--- config.mk ---
export PLATFORM = sky130hd
export DESIGN_NAME = lcd_refresh_sequencer
export DESIGN_NICKNAME = d
export VERILOG_FILES = /design/src/rtl/lcd_pkg.sv /design/src/rtl/lcd_refresh_timer.sv /design/src/rtl/lcd_refresh_sequencer.sv
export SDC_FILE = /design/constraint.sdc
export NUM_CORES = 1
export LEC_CHECK = 0
export ABC_AREA = 0
export CAP_MARGIN = 20
export CORE_AREA = 2 2 75 77
export CTS_CLUSTER_SIZE = 40
export DETAILED_ROUTE_END_ITERATION = 12
export DIE_AREA = 0 0 77 79
export SLEW_MARGIN = 15
export SYNTH_ARGS = -nofsm -noshare
export SYNTH_HDL_FRONTEND = slang
export SYNTH_HIERARCHICAL = 1
export SYNTH_SLANG_ARGS = --single-unit
--- constraint.sdc ---
create_clock -name clk -period 2.4 [get_ports clk]
set_clock_uncertainty 0.1 [all_clocks]
set_input_delay 0.48 -clock clk [delete_from_list [all_inputs] [get_ports clk]]
set_output_delay 0.48 -clock clk [all_outputs]
set_load 0.02 [all_outputs]
--- src/rtl/lcd_pkg.sv ---
// rtl/lcd_pkg.sv - shared LCD state encoding, command codes and RS encodings
//
// Purpose: constants shared by the LCD init block and the refresh sequencer.
// Ports:   none (package).

package lcd_pkg;

  // Refresh sequencer states.
  typedef enum logic [2:0] {
    ST_IDLE,
    ST_CMD,
    ST_CMD_WAIT,
    ST_FETCH,
    ST_LATCH,
    ST_SEND,
    ST_DATA_WAIT,
    ST_WAIT_REFRESH
  } state_t;

  // HD44780-style command bytes.
  localparam logic [7:0] LCD_LINE1_CMD        = 8'h80;
  localparam logic [7:0] LCD_LINE2_CMD        = 8'hC0;
  localparam logic [7:0] LCD_CLEAR_CMD        = 8'h01;
  localparam logic [7:0] LCD_ENTRY_MODE_CMD   = 8'h06;
  localparam logic [7:0] LCD_DISPLAY_ON_CMD   = 8'h0C;
  localparam logic [7:0] LCD_FUNCTION_SET_CMD = 8'h28;

  // Register-select encodings.
  localparam logic RS_CMD  = 1'b0;
  localparam logic RS_DATA = 1'b1;

  // BRAM address of a character: base + line offset + index, modulo 2048.
  function automatic logic [10:0] char_address(input logic [10:0] base,
                                               input logic        line,
                                               input logic [10:0] stride,
                                               input logic [10:0] idx);
    return base + (line ? stride : 11'd0) + idx;
  endfunction

endpackage

--- src/rtl/lcd_refresh_timer.sv ---
// rtl/lcd_refresh_timer.sv - idle-interval counter between display frames
//
// Purpose: counts cycles while run is high; expired flags the last cycle of
//          the interval, or any cycle in which cut_short is raised.
// Ports:
//   clk          in   system clock
//   reset        in   synchronous active-high reset
//   start        in   clear the count (start of a new interval)
//   run          in   count this cycle
//   cut_short    in   end the interval early (only honoured while run)
//   expired      out  interval over this cycle (combinational)

module lcd_refresh_timer #(
  parameter int unsigned REFRESH_CYCLES = 1_000_000
) (
  input  logic clk,
  input  logic reset,
  input  logic start,
  input  logic run,
  input  logic cut_short,
  output logic expired
);

  localparam int CW = $clog2(REFRESH_CYCLES + 1);

  logic [CW-1:0] count;

  always_ff @(posedge clk) begin
    if (reset) begin
      count <= '0;
    end else if (start) begin
      count <= '0;
    end else if (run) begin
      count <= count + CW'(1);
    end
  end

  assign expired = run & (cut_short | (count == CW'(REFRESH_CYCLES - 1)));

endmodule

--- src/rtl/lcd_refresh_sequencer.sv ---
// rtl/lcd_refresh_sequencer.sv - copies the 2x16 character image from BRAM to the LCD
//
// Purpose: after LCD init completes, repeatedly sends set-address command +
//          16 characters for each of the two lines, then idles for a refresh
//          interval (or until refresh_now) before the next frame.
// Ports:
//   clk           in   system clock
//   reset         in   synchronous active-high reset
//   init_done     in   LCD init sequence complete (sampled in IDLE only)
//   refresh_now   in   pulse; ends the refresh wait early
//   bram_address  out  character BRAM read address
//   bram_do       in   character BRAM data, one cycle after address
//   tx_valid      out  byte available to transmitter
//   tx_rs         out  0 = command, 1 = character
//   tx_data       out  byte to send
//   tx_ready      in   transmitter accepts when tx_valid & tx_ready
//   tx_done       in   pulse; accepted byte executed by the LCD
//   frame_done    out  pulse after the last character of a frame
//   busy          out  high except in IDLE and WAIT_REFRESH

module lcd_refresh_sequencer #(
  parameter int          CHARS_PER_LINE = 16,
  parameter logic [10:0] BASE_ADDR      = 11'd0,
  parameter int unsigned REFRESH_CYCLES = 1_000_000,
  parameter logic [7:0]  LINE1_CMD      = lcd_pkg::LCD_LINE1_CMD,
  parameter logic [7:0]  LINE2_CMD      = lcd_pkg::LCD_LINE2_CMD
) (
  input  logic        clk,
  input  logic        reset,
  input  logic        init_done,
  input  logic        refresh_now,
  output logic [10:0] bram_address,
  input  logic [7:0]  bram_do,
  output logic        tx_valid,
  output logic        tx_rs,
  output logic [7:0]  tx_data,
  input  logic        tx_ready,
  input  logic        tx_done,
  output logic        frame_done,
  output logic        busy
);

  import lcd_pkg::*;

  localparam int             IW          = (CHARS_PER_LINE > 1) ? $clog2(CHARS_PER_LINE) : 1;
  localparam logic [IW-1:0]  LAST_IDX    = IW'(CHARS_PER_LINE - 1);
  localparam logic [10:0]    LINE_STRIDE = 11'(CHARS_PER_LINE);

  state_t        state, state_n;
  logic          line, line_n;
  logic [IW-1:0] char_idx, char_idx_n;
  logic [10:0]   addr_n;
  logic          tx_valid_n, tx_rs_n;
  logic [7:0]    tx_data_n;
  logic          frame_done_n, busy_n;
  logic          accept;
  logic          timer_start, timer_run, timer_expired;

  assign accept    = tx_valid & tx_ready;
  assign timer_run = (state == ST_WAIT_REFRESH);

  lcd_refresh_timer #(
    .REFRESH_CYCLES (REFRESH_CYCLES)
  ) u_timer (
    .clk       (clk),
    .reset     (reset),
    .start     (timer_start),
    .run       (timer_run),
    .cut_short (refresh_now),
    .expired   (timer_expired)
  );

  always_ff @(posedge clk) begin
    if (reset) begin
      state        <= ST_IDLE;
      line         <= 1'b0;
      char_idx     <= '0;
      bram_address <= BASE_ADDR;
      tx_valid     <= 1'b0;
      tx_rs        <= RS_CMD;
      tx_data      <= 8'h00;
      frame_done   <= 1'b0;
      busy         <= 1'b0;
    end else begin
      state        <= state_n;
      line         <= line_n;
      char_idx     <= char_idx_n;
      bram_address <= addr_n;
      tx_valid     <= tx_valid_n;
      tx_rs        <= tx_rs_n;
      tx_data      <= tx_data_n;
      frame_done   <= frame_done_n;
      busy         <= busy_n;
    end
  end

  // Outputs are registered, so every transition that presents a byte also
  // loads valid/rs/data here: the byte is on the bus in the first cycle of
  // the destination state.
  always_comb begin
    state_n      = state;
    line_n       = line;
    char_idx_n   = char_idx;
    addr_n       = bram_address;
    tx_valid_n   = tx_valid;
    tx_rs_n      = tx_rs;
    tx_data_n    = tx_data;
    frame_done_n = 1'b0;
    timer_start  = 1'b0;

    case (state)
      ST_IDLE: begin
        if (init_done) begin
          state_n    = ST_CMD;
          line_n     = 1'b0;
          tx_valid_n = 1'b1;
          tx_rs_n    = RS_CMD;
          tx_data_n  = LINE1_CMD;
        end
      end
      ST_CMD: begin
        if (accept) begin
          tx_valid_n = 1'b0;
          state_n    = ST_CMD_WAIT;
        end
      end
      ST_CMD_WAIT: begin
        if (tx_done) begin
          state_n    = ST_FETCH;
          char_idx_n = '0;
          addr_n     = char_address(BASE_ADDR, line, LINE_STRIDE, 11'd0);
        end
      end
      // Address is already on the BRAM port; data arrives next cycle.
      ST_FETCH: begin
        state_n = ST_LATCH;
      end
      ST_LATCH: begin
        tx_data_n  = bram_do;
        tx_rs_n    = RS_DATA;
        tx_valid_n = 1'b1;
        state_n    = ST_SEND;
      end
      ST_SEND: begin
        if (accept) begin
          tx_valid_n = 1'b0;
          state_n    = ST_DATA_WAIT;
        end
      end
      ST_DATA_WAIT: begin
        if (tx_done) begin
          if (char_idx != LAST_IDX) begin
            char_idx_n = char_idx + IW'(1);
            addr_n     = char_address(BASE_ADDR, line, LINE_STRIDE, 11'(char_idx) + 11'd1);
            state_n    = ST_FETCH;
          end else if (!line) begin
            line_n     = 1'b1;
            tx_valid_n = 1'b1;
            tx_rs_n    = RS_CMD;
            tx_data_n  = LINE2_CMD;
            state_n    = ST_CMD;
          end else begin
            frame_done_n = 1'b1;
            timer_start  = 1'b1;
            state_n      = ST_WAIT_REFRESH;
          end
        end
      end
      ST_WAIT_REFRESH: begin
        if (timer_expired) begin
          line_n     = 1'b0;
          tx_valid_n = 1'b1;
          tx_rs_n    = RS_CMD;
          tx_data_n  = LINE1_CMD;
          state_n    = ST_CMD;
        end
      end
      default: begin
        state_n = ST_IDLE;
      end
    endcase

    busy_n = (state_n != ST_IDLE) && (state_n != ST_WAIT_REFRESH);
  end

endmodule

======== Word-level counts from Yosys, hierarchy flattened ========
Cells that the tools add are included.
operators by class
  add/sub/neg operators ................... 4
  equality and inequality tests ........... 18
  mux-type cells .......................... 44
  bitwise gates (word level) .............. 3
  reductions and logical operators ........ 13
operators with widths
  kind                                           number
  2-to-1 mux 8 bit                               5
  2-to-1 mux 11 bit                              3
  one-hot mux 8 bit (4 select lines)             1
  2-to-1 mux 3 bit                               8
  one-hot mux 3 bit (8 select lines)             1
  one-hot mux 11 bit (2 select lines)            1
  adder 20 x 1 -> 20 bit, second input constant  1
  == test 20 bit, second input constant          1
  2-to-1 mux 1 bit                               17
  inequality test 2 bit, second input constant   7
  == test 3 bit, second input constant           4
  2-to-1 mux 4 bit                               3
  one-hot mux 4 bit (2 select lines)             1
  AND reduction 7 bit                            1
  adder 5 x 5 -> 6 bit                           1
  == test 3 x 2 -> 1 bit, second input constant  2
  AND reduction 6 bit                            1
  nonzero test 3 bit                             2
  adder 4 x 1 -> 5 bit, second input constant    1
  2-to-1 mux 5 bit                               1
  one-hot mux 1 bit (5 select lines)             1
  AND reduction 5 bit                            1
  nonzero test 5 bit                             1
  adder 4 x 1 -> 4 bit, second input constant    1
  other kinds (14)                               16
storage, ports and cells
  register bits after elaboration ......... 51
  input bits .............................. 14
  output and inout bits ................... 23

======== Longest topological paths before layout ========
Gate-level depths: netlist of the first run.
  depth in word-level cells ............... 7
  depth in mapped cells ................... 9
  mapped depth without buffers ............ 9

======== Hierarchy ========
Netlist of the first run, hierarchy kept.
modules (own cells, without submodules)
  module                 times used  cells an instance  area each (um^2)
  lcd_refresh_sequencer  1           124                1108.6
  lcd_refresh_timer      1           115                948.4

======== Worst setup path after synthesis of the first run ========
No wires, ideal clock.
  kind .................................... reg-to-reg
  start point ............................. register state[0]
  end point ............................... register tx_data[6]
  library setup time ...................... 122 ps
  arrival time ............................ 2091 ps
  required time ........................... 2178 ps
  slack ................................... 87 ps
  stages on the path, launching flop included .. 9
  buffers on the path ..................... 2
  clock period less this slack ............ 2313 ps
  cell sequence ........................... dfxtp_1 > buf_2 > and3_1 > clkbuf_1 > nor2b_1 > mux2i_1 > a31oi_2 > a21oi_2 > a221o_1
on the way
  word-level cells in the longest chain between the ends .. 4
ends and longest elaborated chain
  item                             RTL line                     text
  start: declaration               lcd_refresh_sequencer.sv:49  state_t state, state_n;
  start signal: assignment         lcd_refresh_sequencer.sv:85  state <= state_n;
  == test 3 bit                    lcd_refresh_sequencer.sv:60  assign timer_run = (state == ST_WAIT_REFRESH);
  via timer_run                    lcd_refresh_sequencer.sv:57  logic timer_start, timer_run, timer_expired;
  AND 1 bit                        lcd_refresh_timer.sv:38      assign expired = run & (cut_short | (count == CW'(REFRESH_CYCLES - 1)));
  via timer_expired                lcd_refresh_sequencer.sv:57
  inequality test 2 bit (no line)  --
  AND reduction 6 bit (no line)    --
  end signal: assignment           lcd_refresh_sequencer.sv:91  tx_data <= tx_data_n;
  end: declaration                 lcd_refresh_sequencer.sv:36  output logic [7:0] tx_data,
The timed path passes the listed nets, and every way through them passes these cells.
A chain may end at the register's enable or synchronous reset.

======== Worst setup path in the final report of the first run ========
  start point ............................. register u_timer.count[0]
  end point ............................... register tx_data[6]
on the way
  word-level cells in the longest chain between the ends .. 5
ends and longest elaborated chain
  item                             RTL line                     text
  start: declaration               lcd_refresh_timer.sv:26      logic [CW-1:0] count;
  start signal: assignment         lcd_refresh_timer.sv:34      count <= count + CW'(1);
  == test 20 bit                   lcd_refresh_timer.sv:38
  bitwise OR 1 bit                 lcd_refresh_timer.sv:38
  AND 1 bit                        lcd_refresh_timer.sv:38
  via timer_expired                lcd_refresh_sequencer.sv:57
  inequality test 2 bit (no line)  --
  AND reduction 6 bit (no line)    --
The timed path passes the listed nets, and every way through them passes these cells.

==> results of run 1 <==
-- critical path, cell delays in order (launching register included) --
cell     delay, ps
dfxtp_2        360
ha_1           190
nand3_1        100
nor4_1         190
a31oi_1        130
nor2b_1        200
mux2i_1        120
a31oi_2        260
a21oi_4        140
a221o_1        300
-- worst max path at each step --
stage	startpoint	to	slack, ps
4_1_cts	u_timer/count[0]	tx_data[6]	80
3_5_place_dp	u_timer/count[0]	tx_data[6]	100
6_report	u_timer/count[0]	tx_data[6]	180
2_1_floorplan	state[0]	tx_data[6]	90
5_1_grt	u_timer/count[0]	line	-7
3_3_place_gp	refresh_now	tx_data[6]	140
-- metrics by stage --
step,hold WS [ps],setup TNS (ps)
after floorplan,352.1,0
after global placement,333.0,0
after detailed placement,343.4,0
after CTS,362.7,0
after global routing,374.8,-7.134
final,358.0,0
-- per-layer routing --
metal,up-vias,global-route usage [%],wire length [um]
met5,-,0,0
li1,933,-,-
met3,7,3.636,131
met1,841,19.36,2137
met2,20,26.14,2161
met4,0,4.286,50
-- sequential cells by signal, summed over array words and instances, names as in the netlist --
name           count
line               1
frame_done         1
busy               1
tx_data            8
char_idx           3
tx_valid           1
bram_address       3
tx_rs              1
u_timer/count     20
state              3
-- final cells by class --
class,count,area (um2)
clock buffer,5,68.82
inverter,9,33.78
timing repair buffer,42,392.9
sequential,42,843.3
fill,554,2744
tap,72,90.09
clock inverter,3,40.04
multi-input combinational,177,1125
-- Yosys cell counts, types with 6 or more instances --
cell type | count | area (um2)
or3_1 | 9 | 56.30
clkbuf_1 | 6 | 22.52
nor2_1 | 16 | 60.06
nand4_1 | 6 | 37.54
dfxtp_1 | 42 | 840.8
a21oi_1 | 18 | 90.09
nand2_1 | 20 | 75.07
o21ai_0 | 8 | 40.04
nor2b_1 | 6 | 37.54
a22o_1 | 6 | 52.55
nand3_1 | 9 | 45.04
inv_1 | 9 | 33.78
-- what timing repair did --
item,4_1_cts,5_1_grt
buffers inserted,0,2
endpoints found under the setup margin,0,10
gates resized for setup,0,3
-- cell families after synthesis --
family	after synthesis	synth area share (%)
xor gates and xnor gates	8	3.406
and+or+nand+nor	103	27.92
other	1	0.1823
DFF	42	40.88
buffers and inverters	24	5.535
AOI/OAI and AO/OA	54	18.19
adders and majority gates	4	2.433
muxes	3	1.460
-- power by group --
group          total (uW)  switching (uW)  internal [uW]
registers             710            4.52            705
logic                 137            72.2           64.6
clock network         545             239            306
==> results.py, run 1 <==
metrics = {
    "routing": {
        "vias_per_cell": 5.146,
        "drc": 0,
        "avgRoutedWirePerCell_um": 12.80,
        "totalWireLength_mm": 4.479,
        "dr.pass1.iters": 4,
        "vias": 1801,
        "ant_nets": 0,
        "drtIter0Drc": 52,
    },
    "pwr": {
        "p_leak_uw": 0.0009250,
        "power_uw": 1392,
        "p_per_area_nw_per_um2": 536.6,
        "ir_worst_vdd_mv": 0.2468,
    },
    "global_routing": {
        "grt_max_degree": 17,
        "antenna_found_initial": 0,
        "track_usage_pct": 15.30,
        "grt_overflow": 0,
        "grt_pass1_vias": 1711,
        "grt_pass1_wl_mm": 7.693,
    },
    "logic_synthesis": {
        "syn-mean-instance-area_um2": 8.607,
        "synth_edf_count": 0,
        "synth_cells": 239,
        "ys_async_sr_fraction_pct": 0,
        "yosysSeqAreaShare_pct": 40.88,
        "synth-seq-cells": 42,
        "ys.flop_type": "dfxtp_1",
        "yosysUniqueCellTypes": 49,
        "yosys_warnings": 6,
        "synth_area_um2": 2057,
    },
    "die": {
        "die_area_um2": 6083,
        "rows": 27,
        "io_pins": 37,
        "start_util_pct": 38.54,
        "die_w_um": 77,
        "core_area_um2": 5338,
        "die_h_um": 79,
    },
    "sta": {
        "fin_ws_ps": 183.5,
        "finalMaxSlewViolations": 0,
        "max_freq_ghz": 0.4512,
        "finalHoldViolCount": 0,
        "tightest_slew_ps": 616.4,
        "finalSetupViolCount": 0,
        "period_share_pct": 92.35,
        "relSlewSlack_pct": 58.53,
        "post-route-min-period_ps": 2217,
    },
    "setup_path": {
        "required_ps": 2480,
        "ff2ff_setup_slack_ps": 180,
        "arrival_ps": 2300,
        "rr_endpoint": "tx_data[6]",
        "r2r_cells": 9,
        "r2r_start": "u_timer/count[0]",
        "critPathLaunchType": "flip-flop",
        "crit_type": "flip-flop to flip-flop",
        "cp-end-kind": "flip-flop",
        "critPathMaxFanout": 8,
    },
    "worst_hold_path": {
        "min_path_cells": 1,
        "hp-class": "flip-flop to flip-flop",
        "min_to": "tx_rs",
        "worstHoldStart": "tx_rs",
    },
    "clock_tree": {
        "cts_sinks": 42,
        "clk_path_buf_depth": 2,
        "htreeDepth": 2,
        "path_clk_slew_ps": 80,
        "cts-root-buf": "clkbuf_8",
        "clock_latency_ps": 290,
        "ctsHoldBuffers": 0,
        "cts_buffers": 5,
        "tritoncts": "built",
    },
    "status": {
        "outcome": "finished clean",
    },
    "place": {
        "dp_slack_ps": 99.48,
        "place_congestion": 0.8293,
        "dp.cells": 340,
        "dpl.hpwl_mm": 3.234,
        "dpl_cell_area_um2": 2460,
        "io_buffers": 31,
    },
    "finish": {
        "final_common_cell": "dfxtp_1",
        "design_area_um2": 2594,
        "layout_common_cells": "dfxtp_1 (40), clkdlybuf4s50_1 (31), nand2_1 (20)",
        "n_antenna_cell": 0,
        "final_cell_count_no_fill": 350,
        "finalNetCount": 295,
        "syn2layout_area_growth_pct": 26.09,
        "drive_above_1_share_pct": 10.07,
        "fin_util_pct": 48.59,
    },
    "job": {
        "cap_violations": 0,
    },
}
No activity file was read; power rests on OpenSTA's default activity.
==> inputs of run 2 (changes only) <==
GPL_TIMING_DRIVEN = 0   (was not set)
PLACE_DENSITY = 0.64   (was not set)
==> results.py, run 2 (same netlist as run 1, synthesis figures left out) <==
metrics = {
    "pwr": {
        "p_sw_uw": 313.3,
        "clkPwrFrac_pct": 35.0,
        "internal-power_uw": 1009,
        "p_per_area_nw_per_um2": 495.1,
        "p_comb_share_pct": 11.0,
        "seqPwrFrac_pct": 54.0,
        "ir_worst_vdd_mv": 0.4445,
        "swShare_pct": 23.69,
        "p_leak_uw": 0.0009302,
    },
    "die": {
        "core_area_um2": 5338,
        "rows": 27,
        "die_w_um": 77,
        "die_h_um": 79,
        "io_pins": 37,
        "start_util_pct": 38.54,
        "die_area_um2": 6083,
    },
    "sta": {
        "finalMaxSlewViolations": 0,
        "finalHoldViolCount": 0,
        "post-route-min-period_ps": 2265,
        "relSlewSlack_pct": 57.11,
        "period_share_pct": 94.39,
        "tightest_slew_ps": 637.4,
        "max_freq_ghz": 0.4414,
        "fin_ws_ps": 134.6,
        "finalSetupViolCount": 0,
        "setup_tns_ps": 0,
    },
    "worst_hold_path": {
        "min_to": "bram_address[5]",
        "worstHoldStart": "bram_address[5]",
        "min_path_cells": 2,
        "hp-class": "flip-flop to flip-flop",
    },
    "routing": {
        "dr.pass1.iters": 4,
        "vias_per_cell": 5.208,
        "totalWireLength_mm": 4.488,
        "vias": 1854,
        "drtIter0Drc": 58,
        "drc": 0,
        "avgRoutedWirePerCell_um": 12.61,
        "ant_nets": 0,
    },
    "finish": {
        "design_area_um2": 2671,
        "syn2layout_area_growth_pct": 29.87,
        "final_common_cell": "dfxtp_1",
        "regMostFlops": "u_timer/count",
        "finalNetCount": 301,
        "fin_util_pct": 50.05,
        "biggestRegsByFlops": "u_timer/count (20), tx_data (8)",
        "largest_reg_flops": 20,
        "drive_above_1_share_pct": 14.08,
        "layout_common_cells": "dfxtp_1 (38), clkdlybuf4s50_1 (31), nand2_1 (20)",
        "n_antenna_cell": 0,
    },
    "global_routing": {
        "grt_pass1_vias": 1689,
        "use_met3_pct": 3.636,
        "track_usage_pct": 15.53,
        "met2_usage_pct": 25.09,
        "grt_max_degree": 13,
        "grt_overflow": 0,
        "antenna_found_initial": 0,
        "top_usage_layer": "met2",
        "grt_pass1_wl_mm": 7.645,
        "grtUsageMet1_pct": 19.83,
    },
    "clock_tree": {
        "path_clk_slew_ps": 80,
        "cts_buffers": 5,
        "ctsHoldBuffers": 0,
        "htreeDepth": 2,
        "tritoncts": "built",
        "cts_sinks": 42,
        "clk_path_buf_depth": 2,
        "clock_latency_ps": 290,
        "cts-root-buf": "clkbuf_8",
    },
    "setup_path": {
        "r2r_cells": 7,
        "required_ps": 2530,
        "critPathLaunchType": "flip-flop",
        "cp-end-kind": "flip-flop",
        "rr_endpoint": "u_timer/count[18]",
        "ff2ff_setup_slack_ps": 130,
        "arrival_ps": 2400,
        "r2r_start": "state[0]",
        "crit_type": "flip-flop to flip-flop",
        "critPathMaxFanout": 10,
    },
    "job": {
        "cap_violations": 0,
    },
    "place": {
        "place_congestion": 0.8891,
        "dpl.hpwl_mm": 3.245,
        "io_buffers": 31,
        "dpl_cell_area_um2": 2472,
        "dp_slack_ps": -359.1,
    },
    "status": {
        "outcome": "finished clean",
    },
}
-- run 2: metal layers --
layer	part of all wire [%]	wire [um]	up-vias
li1	-	-	944
met1	47	2122	862
met2	47	2114	39
met3	3.6	163	9
met4	2.0	88	0
met5	0	0	-
-- run 2: how the worst max path moves through the flow --
| stage | startpoint | to | slack [ps] | cells past startpoint |
|---|---|---|---|---|
| 5_1_grt | state[0] | tx_data[6] | -9 | 8 |
| 3_5_place_dp | state[0] | tx_data[6] | -360 | 8 |
| 3_3_place_gp | state[0] | tx_data[6] | -330 | 8 |
| 6_report | state[0] | u_timer/count[18] | 130 | 7 |
| 4_1_cts | state[2] | tx_data[6] | 10 | 8 |
| 2_1_floorplan | state[0] | tx_data[6] | 90 | 8 |
-- run 2: cell type report --
| type | instances | area, um2 |
|---|---|---|
| Buffer | 14 | 86.33 |
| Clock buffer | 7 | 86.33 |
| Clock inverter | 1 | 5.005 |
| Fill cell | 542 | 2666 |
| Inverter | 9 | 33.78 |
| Multi-Input combinational cell | 177 | 1191 |
| Sequential cell | 42 | 845.8 |
| Tap cell | 72 | 90.09 |
| Timing Repair Buffer | 34 | 332.8 |
-- run 2: per-stage QoR --
stage	hold slack [ps]	cells	power, uW
after floorplan	352.1	243	807.4
after global placement	335.9	346	859.9
after detailed placement	344.2	346	860.5
after CTS	361.7	353	1325
after global routing	385.9	356	1379
final	355.4	356	1323
-- run 2: power groups by stage --
| stage | clock, uW | combinational (uW) | sequential, uW |
|---|---|---|---|
| floorplan | 0 | 70.9 | 736 |
| global placement | 0 | 131 | 729 |
| detailed placement | 0 | 131 | 730 |
| CTS | 477 | 133 | 714 |
| global route | 507 | 157 | 716 |
| finish | 462 | 146 | 715 |
-- run 2: worst max-delay path, stage by stage (launching register included) --
cell,delay [ps]
dfxtp_2,400
clkbuf_4,210
and3_2,230
nand3_1,70
or4_1,410
buf_2,180
or4_1,470
a21oi_1,150
-- run 2: repair_timing --
item,4_1_cts,5_1_grt
setup endpoints to repair,22,11
endpoints found under the hold margin,0,0
setup buffers,0,3
resized for setup,6,17
pin swaps,1,4
==> inputs of run 3 (changes only) <==
CTS_CLUSTER_SIZE = not set   (was 40)
==> results of run 3 <==
Final layout, timing and power as in run 2 (identical DEF).
